==> src/rtl/cdec8_board_pkg.sv <==
// Shared board-level constants for the CDEC8 DE0 front end.
//   BTN_*                    : bit positions of the push buttons in the
//                              button vector (clock, reset_N, p_clock).
//   N_BTN_DEFAULT            : number of board push buttons.
//   DEBOUNCE_CYCLES_DEFAULT  : stable cycles needed to accept a new button
//                              level; 1 ms at the 50 MHz DE0 oscillator.
package cdec8_board_pkg;

  localparam int unsigned BTN_CLOCK   = 2;
  localparam int unsigned BTN_RESET_N = 1;
  localparam int unsigned BTN_PCLOCK  = 0;

  localparam int unsigned N_BTN_DEFAULT           = 3;
  localparam int unsigned DEBOUNCE_CYCLES_DEFAULT = 50000;

endpackage

==> src/rtl/debounce_channel.sv <==
// One push-button conditioning channel: 2-FF synchronizer, debounce
// counter, registered debounced level and one-cycle press/release pulses.
//   clock         : system clock, rising edge
//   reset         : asynchronous, active-high
//   btn_n_in      : raw asynchronous button, active-low (pressed = 0)
//   btn_n_level   : debounced level, active-low, registered
//   press_pulse   : one cycle high when btn_n_level goes 1->0
//   release_pulse : one cycle high when btn_n_level goes 0->1
module debounce_channel
  import cdec8_board_pkg::*;
#(
  parameter int unsigned DEBOUNCE_CYCLES = DEBOUNCE_CYCLES_DEFAULT
) (
  input  logic clock,
  input  logic reset,
  input  logic btn_n_in,
  output logic btn_n_level,
  output logic press_pulse,
  output logic release_pulse
);

  localparam int unsigned    CNT_W    = $clog2(DEBOUNCE_CYCLES + 1);
  localparam logic [CNT_W-1:0] CNT_LAST = CNT_W'(DEBOUNCE_CYCLES - 1);

  logic             sync_1;
  logic             sync_2;
  logic [CNT_W-1:0] count;

  always_ff @(posedge clock or posedge reset) begin
    if (reset) begin
      sync_1        <= 1'b1;
      sync_2        <= 1'b1;
      btn_n_level   <= 1'b1;
      count         <= '0;
      press_pulse   <= 1'b0;
      release_pulse <= 1'b0;
    end else begin
      sync_1        <= btn_n_in;
      sync_2        <= sync_1;
      press_pulse   <= 1'b0;
      release_pulse <= 1'b0;
      // Any sample agreeing with the current level discards accumulated
      // credit, so a glitch restarts the full stable-time requirement.
      if (sync_2 == btn_n_level) begin
        count <= '0;
      end else if (count == CNT_LAST) begin
        btn_n_level   <= sync_2;
        count         <= '0;
        press_pulse   <= ~sync_2;
        release_pulse <= sync_2;
      end else begin
        count <= count + CNT_W'(1);
      end
    end
  end

endmodule

==> src/rtl/button_conditioner.sv <==
// Front-end conditioning for the board push buttons {clock, reset_N,
// p_clock}; one independent debounce_channel per button.
//   clock         : system clock, rising edge
//   reset         : asynchronous, active-high
//   btn_n_in      : raw asynchronous buttons, active-low
//   btn_n_level   : debounced levels, active-low, registered
//   press_pulse   : per-bit one-cycle pulse on debounced 1->0
//   release_pulse : per-bit one-cycle pulse on debounced 0->1
module button_conditioner
  import cdec8_board_pkg::*;
#(
  parameter int unsigned N_BTN           = N_BTN_DEFAULT,
  parameter int unsigned DEBOUNCE_CYCLES = DEBOUNCE_CYCLES_DEFAULT
) (
  input  logic             clock,
  input  logic             reset,
  input  logic [N_BTN-1:0] btn_n_in,
  output logic [N_BTN-1:0] btn_n_level,
  output logic [N_BTN-1:0] press_pulse,
  output logic [N_BTN-1:0] release_pulse
);

  for (genvar i = 0; i < N_BTN; i++) begin : g_chan
    debounce_channel #(
      .DEBOUNCE_CYCLES(DEBOUNCE_CYCLES)
    ) u_chan (
      .clock         (clock),
      .reset         (reset),
      .btn_n_in      (btn_n_in[i]),
      .btn_n_level   (btn_n_level[i]),
      .press_pulse   (press_pulse[i]),
      .release_pulse (release_pulse[i])
    );
  end

endmodule

==> config.mk <==
export PLATFORM = sky130hd
export DESIGN_NAME = button_conditioner
export DESIGN_NICKNAME = d
export VERILOG_FILES = /design/src/rtl/cdec8_board_pkg.sv /design/src/rtl/debounce_channel.sv /design/src/rtl/button_conditioner.sv
export SDC_FILE = /design/constraint.sdc
export NUM_CORES = 1
export LEC_CHECK = 0
export CAP_MARGIN = 20
export CORE_MARGIN = 1
export CORE_UTILIZATION = 41
export DETAILED_ROUTE_END_ITERATION = 16
export HOLD_SLACK_MARGIN = 0.1
export SYNTH_ARGS = -nofsm -noshare
export SYNTH_HDL_FRONTEND = slang
export SYNTH_SLANG_ARGS = --single-unit
==> constraint.sdc <==
create_clock -name clock -period 2.6 [get_ports clock]
set_clock_uncertainty 0.1 [all_clocks]
set_input_delay 0.52 -clock clock [delete_from_list [all_inputs] [get_ports clock]]
set_output_delay 0.52 -clock clock [all_outputs]
set_load 0.02 [all_outputs]
# After elaboration in Yosys (flattened, before gate mapping)
# Cells that the tools add are included.
# op_classes
reduce_logical	3
magnitude_cmp	0
addsub	3
n_mul	0
n_bitwise	6
div	0
eq_ne	6
n_mux	18
n_shift	0
# ops
operator	count
16-bit 2-to-1 mux	6
16-bit by 1-bit adder with 16-bit output (second input constant)	3
16-bit == test (second input constant)	3
1-bit 2-to-1 mux	12
1-bit NOT	6
2-bit AND reduction	3
1-bit == test	3
# totals
memories	0
latchBits	0
out_inout_bits	9
reg_bits	63
mem_bits_ro	0
word_cells	54
input_bits	5
mem_bits_rw	0

# Depth between registers and ports, before layout
# Gate-level depths: netlist of the first run.
# logic_depth
depth_word	3
depth_mapped	6
mapped_depth_nobuf	5

# Cells and area by module
# From an unflattened synthesis of the first run, not the netlist that was laid out.
# hier_totals
cells_unflattened	273
area_unflattened_um2	2976.6
# modules_own_cells
mod	n_inst	area_each_um2	cells_each
debounce_channel	3	992.2	91

# Worst setup path before layout of the first run
# OpenSTA, ideal clock, no wires.
# synth_timing
path_kind	reg2reg
startpoint	register g_chan[2].u_chan.count[5]
endpoint	register g_chan[2].u_chan.count[10]
slack_ps	610
n_path_buf	1
stages_incl_launch_ff	6
arrival_ps	1771
cell_sequence	dfrtp_1 > or4b_1 > or4_4 > nand2_2 > buf_4 > nor2_1
# synth_between
elab_chain_len	3
elab_cells_between_ends	4
# synth_rtl
element	line	source
start, declared	debounce_channel.sv:27	logic [CNT_W-1:0] count;
start signal, assigned	debounce_channel.sv:52	count <= count + CNT_W'(1);
16-bit by 1-bit adder with 16-bit output or 16-bit == test (tied branches)	debounce_channel.sv:52, debounce_channel.sv:46	
16-bit 2-to-1 mux *	debounce_channel.sv:46	end else if (count == CNT_LAST) begin
16-bit 2-to-1 mux *	debounce_channel.sv:44	if (sync_2 == btn_n_level) begin
# Every way passes the cells marked *; elsewhere a longest branch is shown, timed or not.
# A chain may end at the register's enable or synchronous reset.

# Worst setup path after layout of the first run
# layout_timing
startpoint	register g_chan[0].u_chan.btn_n_level
endpoint	output btn_n_level[0]
# layout_lines
element	line	source
start, declared	debounce_channel.sv:17	output logic btn_n_level,
start signal, assigned	debounce_channel.sv:47	btn_n_level <= sync_2;
end, declared	button_conditioner.sv:18	output logic [N_BTN-1:0] btn_n_level,
# No word-level cell between the ends.

==> results of run 1 <==
-- cell type report --
| cell class | instances | area share |
|---|---|---|
| Sequential cell | 63 | 0.4809 |
| Multi-Input combinational cell | 192 | 0.3619 |
| Timing Repair Buffer | 18 | 0.05078 |
| Clock buffer | 10 | 0.04168 |
| Tap cell | 96 | 0.03638 |
| Clock inverter | 6 | 0.01819 |
| Inverter | 9 | 0.01023 |
-- cells by family (layout without fill, tap and decap cells) --
logic type                 count (synthesis)  after routing
adders and majority gates                  3              3
DFF                                       63             63
AOI/OAI and AO/OA                          3              3
muxes                                      3              3
buffers and inverters                     21             43
and+or+nand+nor                          139            139
xor gates and xnor gates                  44             44
-- per-stage QoR --
step / hold slack (ns) / setup slack (ns) / total power [W]
floorplan: 0.2452 / 0.4251 / 0.001072
global placement: 0.2460 / 0.5518 / 0.001097
detailed placement: 0.2475 / 0.4980 / 0.001097
CTS: 0.2599 / 0.4239 / 0.001944
global route: 0.2622 / 0.4008 / 0.001994
finish: 0.2578 / 0.4500 / 0.001909
-- per-layer routing --
metal,vias up,global-route usage,part of all wire
li1,969,-,-
met1,942,0.1962,0.50
met2,24,0.2229,0.45
met3,6,0.06737,0.039
met4,0,0.05455,0.013
met5,-,0,0
-- power breakdown --
part	switching, W	internal (W)
sequential	0.0000154	0.00100
clock	0.000370	0.000463
combinational	0.0000385	0.0000224
-- cell usage after synthesis (all sizes together) --
| cell type | n |
|---|---|
| a21oi | 1 |
| and3 | 5 |
| buf | 10 |
| clkbuf | 2 |
| dfrtp | 54 |
| dfstp | 9 |
| ha | 3 |
| inv | 9 |
| mux2 | 3 |
| nand2 | 12 |
| nand3 | 18 |
| nand3b | 1 |
| nand4 | 10 |
| nand4b | 1 |
| nor2 | 53 |
| nor3 | 11 |
| nor3b | 6 |
| nor4 | 12 |
| nor4b | 1 |
| nor4bb | 2 |
| o31ai | 1 |
| o41ai | 1 |
| or2 | 2 |
| or4 | 3 |
| or4b | 2 |
| xnor2 | 36 |
| xor2 | 8 |
-- how the worst max path moves through the flow --
stage,from,to,slack (ns)
final,g_chan[0].u_chan.btn_n_level$_DFFE_PP1P_,btn_n_level[0],0.45
after global routing,g_chan[0].u_chan.btn_n_level$_DFFE_PP1P_,btn_n_level[0],0.40
after CTS,g_chan[0].u_chan.btn_n_level$_DFFE_PP1P_,btn_n_level[0],0.42
after detailed placement,g_chan[2].u_chan.count[5]$_DFF_PP0_,g_chan[2].u_chan.count[8]$_DFF_PP0_,0.50
after global placement,g_chan[2].u_chan.count[5]$_DFF_PP0_,g_chan[2].u_chan.count[12]$_DFF_PP0_,0.55
after floorplan,reset,g_chan[0].u_chan.count[0]$_DFF_PP0_,0.43
-- registers in the layout, summed over array words and instances (netlist names) --
| register | flops |
|---|---|
| g_chan.u_chan.press_pulse | 3 |
| g_chan.u_chan.count | 48 |
| g_chan.u_chan.btn_n_level | 3 |
| g_chan.u_chan.release_pulse | 3 |
| g_chan.u_chan.sync_1 | 3 |
| g_chan.u_chan.sync_2 | 3 |
==> metrics, run 1 <==
multiplexer area fraction after synthesis=0.01165; clock-pin slew on the worst setup and hold paths=0.07 ns; critical path arrival=1.53 ns; Crit Path Class=reg2out; HP Class=reg2reg; Die Ht=86.09 um; WP depth=1; Simple-Gate Fraction of Synth Area=0.2447; diode count=0; die area=7411 um^2; Layout area overhead=13.90%; grt total ovfl=0; top cells by area, synth=dfrtp_1 47%, xnor2_1 11%, dfstp_2 8.2%, nor2_1 6.9%, nand3_1 3.1%; CP Buf/Inv Count=1; final setup violation count=0; Post-CTS Setup Bufs=0; DR vias=1,941; commonest non-fill, non-tap cells in the layout=54 x dfrtp_1, 53 x nor2_1, 36 x xnor2_1, 18 x nand3_1, 13 x clkdlybuf4s50_1; initial antenna violation count=0; DRC=0; clk sink count=63; TritonCTS Buffers=9; Slew headroom=0.6645; reg-to-reg endpoint=g_chan[2].u_chan.count[8]$_DFF_PP0_; Slowest-stage cell, CP=clkdlybuf4s50_1; most common cell after layout, fill and taps aside=dfrtp_1; count of cell types in the netlist=31; TritonRoute pass-1 iters=4; Peak VDD IR=0.0003000 V; Horiz. Die Dim=86.09 um; later-pin clock latency in the skew report=0.34 ns; global placement routability congestion=0.8192; mapped cell area=2899 um^2; hold endpoint=g_chan[0].u_chan.sync_2$_DFF_PP1_; Slew Limit Fails=0; Setup TNS=0 ns; FF/Latch Area=1588 um^2; top cell type's share of synthesized area=0.4661; dpl hpwl=3317 um; Post-Synth XOR/XNOR Area=0.1329; crit-path cells=clkdlybuf4s50_1; placed cell areas=3104 um^2; Slew @ Worst Pin=0.5020 ns; synthesized instance count=276; worst r2r path cells=4; Non-Filler Instances=394; max frequency=465.1 MHz; Reg2Reg Launch Point=g_chan[2].u_chan.count[5]$_DFF_PP0_; main combinational cell family by area after synthesis=simple AND/OR/NAND/NOR gates; part of the cycle the worst path needs=0.8269; status=complete, no violations; Worst R2R Setup Slack=0.49 ns; fraction of layout cells with a size suffix above 1=0.1208; Yosys reg bits=63; leak pwr=1.283 nW; minimum clock period=2.150 ns; Synth warnings=0; hold_sp=g_chan[0].u_chan.sync_1$_DFF_PP1_; DRT iter0 DRCs=110; Critical Path Source Type=flip-flop; Post-Syn Nets=284; IO Pins=14; CTS root buf=clkbuf_8; CP endpoint kind=output port; Compound-Gate Fraction of Synth Area=0.009927; hold depth=0; Final nets=301; vias in the first global route=1,857; final hold vios=0; RSZ-0062 raised after global routing=false; Vias/cell=4.926; Seq/Total Area, Yosys=0.5477; Max Cap Violations=0; final instance area=3302 um^2; Core Region=6794 um^2; PD cells=578.1 nW/um^2; final wirelength=4791 um; mean cell area of the mapped netlist=10.50 um^2; Initial Util=0.4267; pin count of the biggest net entering global routing=34; adder-cell share of the synthesized area=0.01295; post-CTS sizing=0; Rows=30; Final Util=0.4860; post-route ant nets=0; fillers=644; post-synth top area cell=dfrtp_1; CP delay by family, top=buffers and inverters; first-pass GRT wire length=8528 um; Max clock buf depth=2; TritonCTS clock tree=done; Multi-input gate area=1195 um^2; Critical Path RT=1.98 ns; Port Buf Inserts=13; DR WL/cell=12.16 um; CTS H-tree depth=3; dpl cells=378; All-Layer GR Usage=0.1511; CP max FO=5; CP max stage delay=0.62 ns; hold buffer count at cts=0
Power figures use the tool's default switching activity.
==> run 2: changes to the inputs <==
==> constraint.sdc (replaced) <==
create_clock -name clock -period 2.2 [get_ports clock]
set_clock_uncertainty 0.1 [all_clocks]
set_input_delay 0.44 -clock clock [delete_from_list [all_inputs] [get_ports clock]]
set_output_delay 0.44 -clock clock [all_outputs]
set_load 0.02 [all_outputs]
==> run 2 against run 1 <==
Cell count rose by 0.51%. Via count decreased by 1.3%. Total power grew 18%. Utilization rose by 0.29 points. Routed wire length up 4.9%. Sequential cell count is the same. Largest cell class unchanged. Global-route usage is 0.89 points higher. Register-to-register slack worse by 0.37 ns. Hold slack lost 0.00069 ns. Clock power rose by 16%. Critical path depth is 3 higher.
==> metrics, run 2 (synthesis results as in run 1) <==
status=complete, no violations; Slew headroom=0.7722; first-pass GRT wire length=9045 um; Max Cap Violations=0; CTS root buf=clkbuf_8; TritonCTS Buffers=9; Crit Path Class=reg2reg; Post-CTS Setup Bufs=0; HP Class=reg2reg; Peak VDD IR=0.0002851 V; hold depth=0; hold endpoint=g_chan[2].u_chan.sync_2$_DFF_PP1_; clk sink count=63; max reg flops=48; diode count=0; later-pin clock latency in the skew report=0.33 ns; Largest Register=g_chan.u_chan.count; Die Ht=86.09 um; hold_sp=g_chan[2].u_chan.sync_1$_DFF_PP1_; All-Layer GR Usage=0.1600; Slew Limit Fails=0; Horiz. Die Dim=86.09 um; Slowest-stage cell, CP=or4_4; final wirelength=5024 um; CTS H-tree depth=3; Critical Path RT=2.31 ns; vias in the first global route=1,921; part of the cycle the worst path needs=0.9460; crit-path cells=or4b_1, or4_4, nand2_2, nor2_1; Worst R2R Setup Slack=0.12 ns; DR WL/cell=12.69 um; fraction of layout cells with a size suffix above 1=0.1200; Port Buf Inserts=13; initial antenna violation count=0; reg-to-reg endpoint=g_chan[2].u_chan.count[12]$_DFF_PP0_; post-CTS sizing=0; Slew @ Worst Pin=0.3407 ns; Vias/cell=4.838; commonest non-fill, non-tap cells in the layout=54 x dfrtp_1, 53 x nor2_1, 36 x xnor2_1, 18 x nand3_1, 13 x clkdlybuf4s50_1; TritonCTS clock tree=done; Reg2Reg Launch Point=g_chan[2].u_chan.count[5]$_DFF_PP0_; CP max stage delay=0.56 ns; CP max FO=15; Rows=30; RSZ-0062 raised after global routing=false; clock-pin slew on the worst setup and hold paths=0.07 ns; die area=7411 um^2; most common cell after layout, fill and taps aside=dfrtp_1; grt total ovfl=0; DR vias=1,916; dpl hpwl=3369 um; Layout area overhead=14.59%; dpl cells=380; worst r2r path cells=4; IO Pins=14; global placement routability congestion=0.7762; CP Buf/Inv Count=0; critical path arrival=2.19 ns; Initial Util=0.4267; DRT iter0 DRCs=76; post-route ant nets=0; TritonRoute pass-1 iters=4; leak pwr=1.298 nW; pin count of the biggest net entering global routing=51; CP endpoint kind=flip-flop; Critical Path Source Type=flip-flop; hold buffer count at cts=0; max frequency=480.5 MHz; final hold vios=0; final setup violation count=0; PD cells=675.5 nW/um^2; minimum clock period=2.081 ns; Final nets=303; DRC=0; Max clock buf depth=2; Non-Filler Instances=396; CP delay by family, top=simple AND/OR/NAND/NOR gates; Core Region=6794 um^2; Setup TNS=0 ns
run 2: layer usage:
layer	vias up	routed length [um]	GRT usage
met1	919	2366	0.2083
met4	0	62	0.04545
met3	7	181	0.06641
met2	21	2414	0.2453
met5	-	0	0
li1	969	-	-
run 2: metrics by stage:
step / instance area [um^2] / setup WS (ns) / util / total power, W / hold slack (ns)
after floorplan: 2899 / 0.1051 / - / 0.001267 / 0.2452
after global placement: 3132 / 0.1300 / 0.4610 / 0.001299 / 0.2458
after detailed placement: 3132 / 0.1108 / 0.4610 / 0.001300 / 0.2473
after CTS: 3322 / 0.09991 / 0.4890 / 0.002289 / 0.2577
after global routing: 3322 / 0.009582 / 0.4890 / 0.002356 / 0.2629
final: 3322 / 0.1188 / 0.4890 / 0.002244 / 0.2571
run 2: how the worst max path moves through the flow:
stage,from,endpoint,depth (start not counted)
floorplan,reset,g_chan[0].u_chan.count[0]$_DFF_PP0_,1
global route,g_chan[2].u_chan.count[5]$_DFF_PP0_,g_chan[2].u_chan.count[5]$_DFF_PP0_,4
finish,g_chan[2].u_chan.count[5]$_DFF_PP0_,g_chan[2].u_chan.count[12]$_DFF_PP0_,4
CTS,g_chan[0].u_chan.btn_n_level$_DFFE_PP1P_,btn_n_level[0],1
detailed placement,g_chan[2].u_chan.count[5]$_DFF_PP0_,g_chan[2].u_chan.count[12]$_DFF_PP0_,4
global placement,g_chan[2].u_chan.count[5]$_DFF_PP0_,g_chan[2].u_chan.count[3]$_DFF_PP0_,4
run 2: cell type report:
type	count	area (um^2)
Clock buffer	12	145.1
Clock inverter	4	45.04
Fill cell	637	3472
Inverter	9	33.78
Multi-Input combinational cell	192	1195
Sequential cell	63	1588
Tap cell	96	120.1
Timing Repair Buffer	20	195.2
run 2: report_power, final:
group | switching, W | total, W | internal (W)
combinational | 0.0000477 | 0.0000768 | 0.0000291
sequential | 0.0000186 | 0.00120 | 0.00118
clock | 0.000417 | 0.000966 | 0.000549
==> run 3: changes to the inputs <==
==> constraint.sdc (replaced) <==
create_clock -name clock -period 2.2 [get_ports clock]
set_clock_uncertainty 0.1 [all_clocks]
set_input_delay 0.44 -clock clock [delete_from_list [all_inputs] [get_ports clock]]
set_output_delay 0.44 -clock clock [all_outputs]
set_load 0.1 [all_outputs]
==> run 3 against run 2 <==
Total power up 1.5%. Sequential share of layout area down 0.39 points. Global-route usage down 0.66 points. Sequential power about the same. Highest routed layer unchanged. Critical path depth down 1. Die area unchanged. Largest power group unchanged. Largest cell class unchanged.
==> metrics, run 3 (synthesis results as in run 1) <==
leak pwr=1.324 nW; Multi-input gate area=1200 um^2; fraction of layout cells with a size suffix above 1=0.1567; DRT iter0 DRCs=104; most common cell after layout, fill and taps aside=dfrtp_1; Setup TNS=0 ns; Final nets=303; dpl cells=380; final setup violation count=0; die area=7411 um^2; post-route ant nets=0; Critical Path Source Type=flip-flop; Die Ht=86.09 um; IO Pins=14; TritonCTS Buffers=9; Slew @ Worst Pin=0.3253 ns; initial antenna violation count=0; Peak VDD IR=0.0003495 V; Largest Register=g_chan.u_chan.count; All-Layer GR Usage=0.1534; placed cell areas=3147 um^2; vias in the first global route=1,926; first-pass GRT wire length=8707 um; later-pin clock latency in the skew report=0.33 ns; dpl hpwl=3357 um; hold_sp=g_chan[2].u_chan.sync_1$_DFF_PP1_; crit-path cells=or4b_1, or4_4, mux2_1; max frequency=489.6 MHz; Slew headroom=0.7811; TritonCTS clock tree=done; global placement routability congestion=0.7751; Crit Path Class=reg2reg; PD cells=680.1 nW/um^2; minimum clock period=2.042 ns; Slew Limit Fails=0; Horiz. Die Dim=86.09 um; FF/Latch Area=1588 um^2; DR vias=1,959; CTS H-tree depth=3; Max clock buf depth=2; Reg2Reg Launch Point=g_chan[2].u_chan.count[5]$_DFF_PP0_; commonest non-fill, non-tap cells in the layout=54 x dfrtp_1, 53 x nor2_1, 36 x xnor2_1, 18 x nand3_1; DRC=0; TritonRoute pass-1 iters=6; part of the cycle the worst path needs=0.9283; Initial Util=0.4267; status=complete, no violations; HP Class=reg2reg; final hold vios=0; Non-Filler Instances=396; critical path arrival=2.20 ns; final instance area=3349 um^2; CTS root buf=clkbuf_8; Layout area overhead=15.54%; clk sink count=63; CP max FO=5; setup ws final=0.1576 ns; Vias/cell=4.947; Max Cap Violations=0; CP max stage delay=0.57 ns; RSZ-0062 raised after global routing=false; grt total ovfl=0; fillers=621; Rows=30; final wirelength=5023 um; CP endpoint kind=flip-flop; Core Region=6794 um^2; clock-pin slew on the worst setup and hold paths=0.07 ns; Slowest-stage cell, CP=or4_4; Post-CTS Setup Bufs=0; Critical Path RT=2.36 ns; Port Buf Inserts=13; DR WL/cell=12.68 um; max reg flops=48; DP Worst Slack=0.09174 ns; pin count of the biggest net entering global routing=64; diode count=0; CP startpoint=g_chan[2].u_chan.count[5]$_DFF_PP0_
run 3: cell count changes in the layout (fill, tap and decap cells not counted), sizes merged:
| cell | delta |
|---|---|
| buf | +9 |
| clkinvlp | +2 |
| clkdlybuf4s50 | -9 |
| clkbuf | -2 |
run 3: area by class of cell:
class,count,area share
clock buffer,10,0.04109
clock inverter,6,0.01793
inverter,9,0.01009
multi-input combinational,192,0.3582
sequential,63,0.4740
tap,96,0.03586
timing repair buffer,20,0.06276
run 3: timing repair:
action / in CTS / in global routing
resized for setup: 0 / 1
endpoints found under the setup margin: 0 / 1
hold buffers: 0 / 0
run 3: final timing paths:
| path | to | slack (ns) | depth (start not counted) |
|---|---|---|---|
| worst max register to register | g_chan[2].u_chan.btn_n_level$_DFFE_PP1P_ | 0.16 | 3 |
| max in group asynchronous | g_chan[1].u_chan.sync_1$_DFF_PP1_ | 1.29 | 3 |
| worst max-delay path | g_chan[2].u_chan.btn_n_level$_DFFE_PP1P_ | 0.16 | 3 |
| worst min register to register | g_chan[2].u_chan.sync_2$_DFF_PP1_ | 0.26 | 0 |
| worst min-delay path | g_chan[2].u_chan.sync_2$_DFF_PP1_ | 0.26 | 0 |
| min in group asynchronous | g_chan[0].u_chan.count[7]$_DFF_PP0_ | 0.37 | 3 |
run 3: metrics by stage:
stage | utilization | power, W | hold slack, ns
global placement | 0.4632 | 0.001299 | 0.2454
floorplan | - | 0.001267 | 0.2452
CTS | 0.4923 | 0.002309 | 0.2575
finish | 0.4930 | 0.002278 | 0.2565
global route | 0.4930 | 0.002364 | 0.2607
detailed placement | 0.4632 | 0.001300 | 0.2472
run 3: routing by layer:
layer	vias to the layer above	share of wire	global-route usage
li1	971	-	-
met1	943	0.50	0.2021
met2	35	0.45	0.2294
met3	10	0.030	0.03657
met4	0	0.024	0.09242
met5	-	0	0
run 3: where the power goes:
group          internal (W)  switching, W
Sequential          0.00118     0.0000178
Combinational     0.0000300     0.0000472
Clock              0.000548      0.000454
Total               0.00176      0.000519
run 3: critical path, delay by kind of cell, from the launching register on:
family	cells	cell delay (ns)
and+or+nand+nor	2	1.10
DFF	1	0.43
muxes	1	0.34
